`config.mk`:
```
export PLATFORM = sky130hd
export DESIGN_NAME = trace_hasher
export DESIGN_NICKNAME = d
export VERILOG_FILES = /design/src/rtl/trace_hash_pkg.sv /design/src/rtl/sync_fifo.sv /design/src/rtl/trace_hasher.sv
export SDC_FILE = /design/constraint.sdc
export NUM_CORES = 1
export LEC_CHECK = 0
export CORE_ASPECT_RATIO = 0.8
export CORE_UTILIZATION = 54
export DETAILED_ROUTE_END_ITERATION = 7
export GPL_ROUTABILITY_DRIVEN = 1
export PLACE_DENSITY = 0.81
export SYNTH_ARGS = -nofsm -noshare
export SYNTH_HDL_FRONTEND = slang
export SYNTH_SLANG_ARGS = --single-unit
export TNS_END_PERCENT = 20
```
`constraint.sdc`:
```
create_clock -name clk -period 8.7 [get_ports clk]
set_input_delay 1.74 -clock clk [delete_from_list [all_inputs] [get_ports clk]]
set_output_delay 1.74 -clock clk [all_outputs]
set_load 0.01 [all_outputs]
```
`src/rtl/trace_hash_pkg.sv`:
```
// Shared widths, default hash constant, emitted-request type and page helper for trace_hasher.
package trace_hash_pkg;
   localparam int          TRACE_W       = 32;
   localparam int          IDX_W         = 13;
   localparam int          PAGE_LSB      = 12;
   localparam logic [31:0] HASH_MULT_DEF = 32'h9E3779B1;

   typedef struct packed {
      logic [IDX_W-1:0]   index;
      logic [TRACE_W-1:0] trace;
   } hashed_trace_t;

   function automatic logic [TRACE_W-PAGE_LSB-1:0] page_of(input logic [TRACE_W-1:0] t);
      return t[TRACE_W-1:PAGE_LSB];
   endfunction
endpackage

```
`src/rtl/sync_fifo.sv`:
```
// Generic single-clock FIFO; head is the oldest entry, read combinationally, no write-to-read bypass.
// Push when full and pop when empty are ignored; pointers wrap modulo DEPTH (power of two).
module sync_fifo #(
   parameter int WIDTH = 32,
   parameter int DEPTH = 8
) (
   input  logic                     clk,
   input  logic                     reset,
   input  logic                     push,
   input  logic [WIDTH-1:0]         push_dat,
   input  logic                     pop,
   output logic [WIDTH-1:0]         head,
   output logic [$clog2(DEPTH):0]   count,
   output logic                     full,
   output logic                     empty
);
   localparam int AW = $clog2(DEPTH);

   logic [WIDTH-1:0] mem [DEPTH];
   logic [AW-1:0]    wr_ptr;
   logic [AW-1:0]    rd_ptr;
   logic             do_push;
   logic             do_pop;

   assign full    = (count == (AW+1)'(DEPTH));
   assign empty   = (count == '0);
   assign do_push = push && !full;
   assign do_pop  = pop && !empty;
   assign head    = mem[rd_ptr];

   always_ff @(posedge clk) begin
      if (!reset) begin
         wr_ptr <= '0;
         rd_ptr <= '0;
         count  <= '0;
      end else begin
         if (do_push) wr_ptr <= wr_ptr + 1'b1;
         if (do_pop)  rd_ptr <= rd_ptr + 1'b1;
         if (do_push && !do_pop)      count <= count + 1'b1;
         else if (do_pop && !do_push) count <= count - 1'b1;
      end
   end

   always_ff @(posedge clk) begin
      if (do_push) mem[wr_ptr] <= push_dat;
   end
endmodule

```
`src/rtl/trace_hasher.sv`:
```
// Buffers traces, hashes page ID to a 13-bit index, optional repeat drop under TRACE_HASHER_DEDUP_EN.
// Latency 3 cycles accept-to-output; in_ready low only when FIFO full; output pulses are never held.
module trace_hasher
   import trace_hash_pkg::*;
#(
   parameter int          FIFO_DEPTH = 8,
   parameter int          ISSUE_GAP  = 0,
   parameter logic [31:0] HASH_MULT  = HASH_MULT_DEF
) (
   input  logic               clk,
   input  logic               reset,
   input  logic [TRACE_W-1:0] in_trace,
   input  logic               in_valid,
   output logic               in_ready,
   output logic [IDX_W-1:0]   index,
   output logic               index_valid,
   output logic [TRACE_W-1:0] trace,
   output logic               trace_valid,
   output logic [31:0]        emit_count,
   output logic [31:0]        drop_count
);
   localparam int CW = $clog2(FIFO_DEPTH) + 1;
   localparam int GW = (ISSUE_GAP > 0) ? $clog2(ISSUE_GAP + 1) : 1;

   logic [CW-1:0]            fifo_count;
   logic [TRACE_W-1:0]       fifo_head;
   logic                     fifo_empty;
   logic                     unused_fifo_full;
   logic                     push;
   logic                     pop;
   logic                     drop;
   logic                     issue;
   logic [GW-1:0]            gap_cnt;
   logic [IDX_W-1:0]         hash_c;
   logic [TRACE_W-IDX_W-1:0] unused_prod_lo;
   logic [IDX_W-1:0]         s1_index;
   logic [TRACE_W-1:0]       s1_trace;
   logic                     s1_vld;
   logic [31:0]              emit_cnt;
   logic [31:0]              drop_cnt;

   assign in_ready = reset && (fifo_count < CW'(FIFO_DEPTH));
   assign push     = in_valid && in_ready;
   assign pop      = reset && !fifo_empty && (gap_cnt == '0);
   assign issue    = pop && !drop;

   sync_fifo #(.WIDTH(TRACE_W), .DEPTH(FIFO_DEPTH)) u_fifo (
      .clk      (clk),
      .reset    (reset),
      .push     (push),
      .push_dat (in_trace),
      .pop      (pop),
      .head     (fifo_head),
      .count    (fifo_count),
      .full     (unused_fifo_full),
      .empty    (fifo_empty)
   );

   // Only the top IDX_W bits of the truncated 32-bit product form the index.
   assign {hash_c, unused_prod_lo} = 32'(page_of(fifo_head)) * HASH_MULT;

`ifdef TRACE_HASHER_DEDUP_EN
   logic [TRACE_W-3:0] last_word;
   logic               last_valid;

   assign drop = last_valid && (fifo_head[TRACE_W-1:2] == last_word);

   always_ff @(posedge clk) begin
      if (!reset) begin
         last_word  <= '0;
         last_valid <= 1'b0;
         drop_cnt   <= '0;
      end else if (pop) begin
         if (drop) begin
            if (drop_cnt != 32'hFFFF_FFFF) drop_cnt <= drop_cnt + 1'b1;
         end else begin
            last_word  <= fifo_head[TRACE_W-1:2];
            last_valid <= 1'b1;
         end
      end
   end
`else
   assign drop     = 1'b0;
   assign drop_cnt = '0;
`endif

   // A dropped pop consumes no issue slot, so the gap counter only reloads on issue.
   always_ff @(posedge clk) begin
      if (!reset)              gap_cnt <= '0;
      else if (issue)          gap_cnt <= GW'(ISSUE_GAP);
      else if (gap_cnt != '0)  gap_cnt <= gap_cnt - 1'b1;
   end

   always_ff @(posedge clk) begin
      if (!reset) begin
         s1_vld   <= 1'b0;
         s1_index <= '0;
         s1_trace <= '0;
         emit_cnt <= '0;
      end else begin
         s1_vld <= issue;
         if (issue) begin
            s1_index <= hash_c;
            s1_trace <= fifo_head;
            if (emit_cnt != 32'hFFFF_FFFF) emit_cnt <= emit_cnt + 1'b1;
         end
      end
   end

   always_ff @(posedge clk) begin
      if (!reset) begin
         index       <= '0;
         trace       <= '0;
         index_valid <= 1'b0;
         trace_valid <= 1'b0;
      end else begin
         index_valid <= s1_vld;
         trace_valid <= s1_vld;
         if (s1_vld) begin
            index <= s1_index;
            trace <= s1_trace;
         end
      end
   end

   assign emit_count = emit_cnt;
   assign drop_count = drop_cnt;
endmodule

```
==> results.txt <==
----------------------------------------------------
[Synth]
  Largest area contributor in the synthesized netlist ... sky130_fd_sc_hd__edfxtp_1
  Post-Syn Instances ... 1605
  Area contributors post-synth ... sky130_fd_sc_hd__edfxtp_1, sky130_fd_sc_hd__fa_1, sky130_fd_sc_hd__dfxtp_1
  Predominant post-synthesis flop cell ... sky130_fd_sc_hd__edfxtp_1
  Per-instance average area after synthesis ... around 14 sq um
  Number of warnings printed during yosys synthesis ... 0
  Proportion of synthesized flip-flops having asynchronous set or reset ... 0
  Unique masters post-synth ... 53
  Number of enable-type register cells in the synthesized netlist ... 256
  Synth top area share ... 0.352
  Dominant cell by count in the synthesized netlist ... sky130_fd_sc_hd__edfxtp_1
  Synth Register Bits ... about 390
  Netlist area before placement ... between 20000 and 25000 sq um
  Ranking of synthesized cells by instance count ... sky130_fd_sc_hd__edfxtp_1, sky130_fd_sc_hd__inv_1, sky130_fd_sc_hd__fa_1, sky130_fd_sc_hd__dfxtp_1, sky130_fd_sc_hd__ha_1
  Sequential-to-total area share from yosys stat ... 0.478

[Setup path]
  Cell with the largest stage delay on the worst path ... sky130_fd_sc_hd__dfxtp_2
  Endpoint of the most critical register-to-register path ... s1_index[11]
  Worst setup SP type ... flip-flop
  Crit path arrival time ... ~8.6 ns
  Register-to-Register Path Depth ... 23
  Delay of the slowest critical-path stage ... about 0.73 ns
  Crit Path Max Fanout ... 23
  Cell Chain, Critical Path ... mux4_2 -> mux2i_1 -> inv_1 -> fa_1 -> inv_1 -> fa_1 -> inv_1 -> fa_1 -> fa_1 -> fa_1 -> fa_1 -> inv_1 -> fa_1 -> inv_1 -> ha_1 -> and4_1 -> and3_1 -> or4b_4 -> a311o_1 -> a21oi_2 -> o211ai_1 -> nand4_1 -> or3b_1
  Type of the setup path with the least slack ... flip-flop to flip-flop
  Data required time of the critical path ... ~9.1 ns
  Most repeated library cell on the critical path ... sky130_fd_sc_hd__fa_1
  CP Capture Type ... flip-flop
  Worst setup slack for register-to-register paths ... roughly 0.56 ns

[Clock tree]
  Worst-skew pair later-pin latency ... between 0.5 and 0.6 ns
  Master cell of the clock root buffer ... sky130_fd_sc_hd__clkbuf_16
  Number of buffers inserted for hold repair after clock tree synthesis ... 0
  Number of buffers added by the clock tree synthesis step ... 38
  Largest buffer count on any clock path ... 3
  # resized after CTS ... 0
  Clk sink count ... a little under 400
  Setup repair bufs after CTS ... 0
  Register clock-pin slew on the reported worst setup and hold paths ... ~0.06 ns
  Number of H-tree levels ... 2
  TritonCTS clock tree ... built

[Routing]
  WL/cell ... between 20 and 25 um
  Post-DR vias/cell ... ~5.5
  Via count ... ~13000
  Number of design rule violations left after detail routing ... 0
  Number of nets with antenna violations after routing ... 0
  First DRT Iteration DRCs ... a little under 900
  Pre-Repair DR Iteration Count ... 5
  Final wirelength ... around 48 mm

[Placed design]
  Number of port buffers ... ~110
  Detailed Place HPWL ... approximately 35 mm
  Routability congestion estimate ... 0.952

[Final layout]
  Layout Area Growth over Synthesis ... 13.8%
  Antenna Cells ... 0
  Share of cells above drive strength 1 ... 0.0985
  Final net count ... 2074

[Floorplanning]
  Std-Cell Rows ... 65
  Chip width ... 227 um
  Initial Util ... 0.551
  Ports placed on the boundary ... roughly 150
  Full die area ... slightly above 40000 sq um
  Area of the core ... 39600 sq um
  Die boundary height ... 182 um

[STA]
  Part of the cycle the worst path needs ... 0.936
  Setup total negative slack ... 0 ns
  Fmax achieved ... between 100 and 150 MHz
  Post-layout minimum cycle time ... about 8.1 ns
  Number of slew-limit violations in the final report ... 0
  RSZ-0062 raised after global routing ... false
  Headroom to the max-slew limit ... 0.372
  # setup viols final ... 0
  Final count of hold timing violations ... 0
  Final clock skew ... 0.0356 ns
  Slew of the pin with the lowest slew margin ... roughly 0.94 ns

[Global routing]
  Initial antenna violation count ... 1
  Pin count of the biggest net entering global routing ... 107
  GR Overflow Total ... 0
  GRT Resource Usage Total ... 0.242
  Wire length of the first global-routing pass ... ~75 mm
  Via count of the first global-routing pass ... approximately 13000

[Min path]
  Type of the most critical hold path ... flip-flop to flip-flop
  Worst Hold Path Cells ... 2
  Source of the worst hold timing path ... s1_trace[27]
  End point of the worst hold path ... s1_trace[27]

[Run status]
  Status ... finished, final reports clean

[Run]
  # Max-Cap Violations ... 0

----------------------------------------------------
==> per-layer routing <==
metal / routed length (um) / global-route usage
met5: 13 / 0
met4: 958 / 0.0538
met3: 4110 / 0.0557
met2: 21600 / 0.371
met1: 21200 / 0.350
==> worst max-delay path by stage <==
| stage | endpoint | depth (start not counted) | slack (ns) |
|---|---|---|---|
| 2_1_floorplan | s1_index[11] | 21 | 0.73 |
| 3_3_place_gp | s1_index[11] | 23 | 0.76 |
| 3_5_place_dp | s1_index[11] | 23 | 0.60 |
| 4_1_cts | s1_index[11] | 23 | 0.54 |
| 6_report | s1_index[11] | 23 | 0.56 |
| 5_1_grt | s1_index[11] | 23 | 0.24 |
==> cell type report <==
class / count / area [sq um]
repair buffers: 143 / 1370
multi-input cells: 919 / 10200
well taps: 536 / 671
flip-flops and latches: 394 / 10500
clock buffers: 51 / 1020
fillers: 2880 / 14700
clock inverters: 19 / 236
inverters: 240 / 901
==> through the flow <==
step / setup WS (ns) / area, sq um / util / hold slack (ns) / std cells
2_1_floorplan: 0.733 / 22000 / - / 0.434 / 1637
3_3_place_gp: 0.762 / 23600 / 0.596 / 0.444 / 2232
3_5_place_dp: 0.596 / 23600 / 0.596 / 0.450 / 2232
4_1_cts: 0.541 / 24900 / 0.628 / 0.460 / 2302
5_1_grt: 0.240 / 24900 / 0.628 / 0.485 / 2302
6_report: 0.557 / 24900 / 0.628 / 0.456 / 2302
==> state kept, by name, summed over array words and instances, names as in the netlist, 3 cells and up, named ones only <==
register,cells
s1_index,13
trace,32
s1_trace,32
u_fifo.count,4
u_fifo.wr_ptr,3
index,13
u_fifo.mem,256
u_fifo.rd_ptr,3
emit_count,32
==> cell usage in the layout, fill, tap and decap left out, types with 8 or more instances in the layout <==
master	count
sky130_fd_sc_hd__conb_1	33
sky130_fd_sc_hd__buf_4	29
sky130_fd_sc_hd__clkbuf_1	11
sky130_fd_sc_hd__nand3_1	50
sky130_fd_sc_hd__nor2b_1	52
sky130_fd_sc_hd__and4_1	8
sky130_fd_sc_hd__o211a_1	12
sky130_fd_sc_hd__clkbuf_16	38
sky130_fd_sc_hd__nor2_1	9
sky130_fd_sc_hd__nand2_1	52
sky130_fd_sc_hd__xor2_1	14
sky130_fd_sc_hd__mux4_2	64
sky130_fd_sc_hd__o21ai_0	44
sky130_fd_sc_hd__a21oi_1	16
sky130_fd_sc_hd__dfxtp_1	134
sky130_fd_sc_hd__xnor2_1	52
sky130_fd_sc_hd__and3_1	8
sky130_fd_sc_hd__inv_1	239
sky130_fd_sc_hd__ha_1	137
sky130_fd_sc_hd__clkdlybuf4s50_1	113
sky130_fd_sc_hd__nand4_1	9
sky130_fd_sc_hd__fa_1	166
sky130_fd_sc_hd__edfxtp_1	256
sky130_fd_sc_hd__and2_1	36
sky130_fd_sc_hd__a21o_1	14
sky130_fd_sc_hd__mux2i_1	73
==> logic make-up after synthesis <==
family / Yosys count / share of synthesized area
compound gates: 113 / 0.0338
xor+xnor: 66 / 0.0265
fa+ha+maj: 303 / 0.231
buf+inv: 324 / 0.0618
flops: 394 / 0.478
mux: 144 / 0.103
other cells: 1 / 0.000172
simple gates: 260 / 0.0655
==> critical path, delay by kind of cell, from the launching register on <==
kind | cells | cell delay, ns
compound gates | 3 | 0.69
fa+ha+maj | 8 | 3.94
buf+inv | 5 | 0.44
flops | 1 | 0.73
mux | 2 | 0.81
simple gates | 5 | 1.39
Power is left out: the tool's default activity adds up to more than one toggle a clock period on the data nets, which glitch-free logic cannot reach.
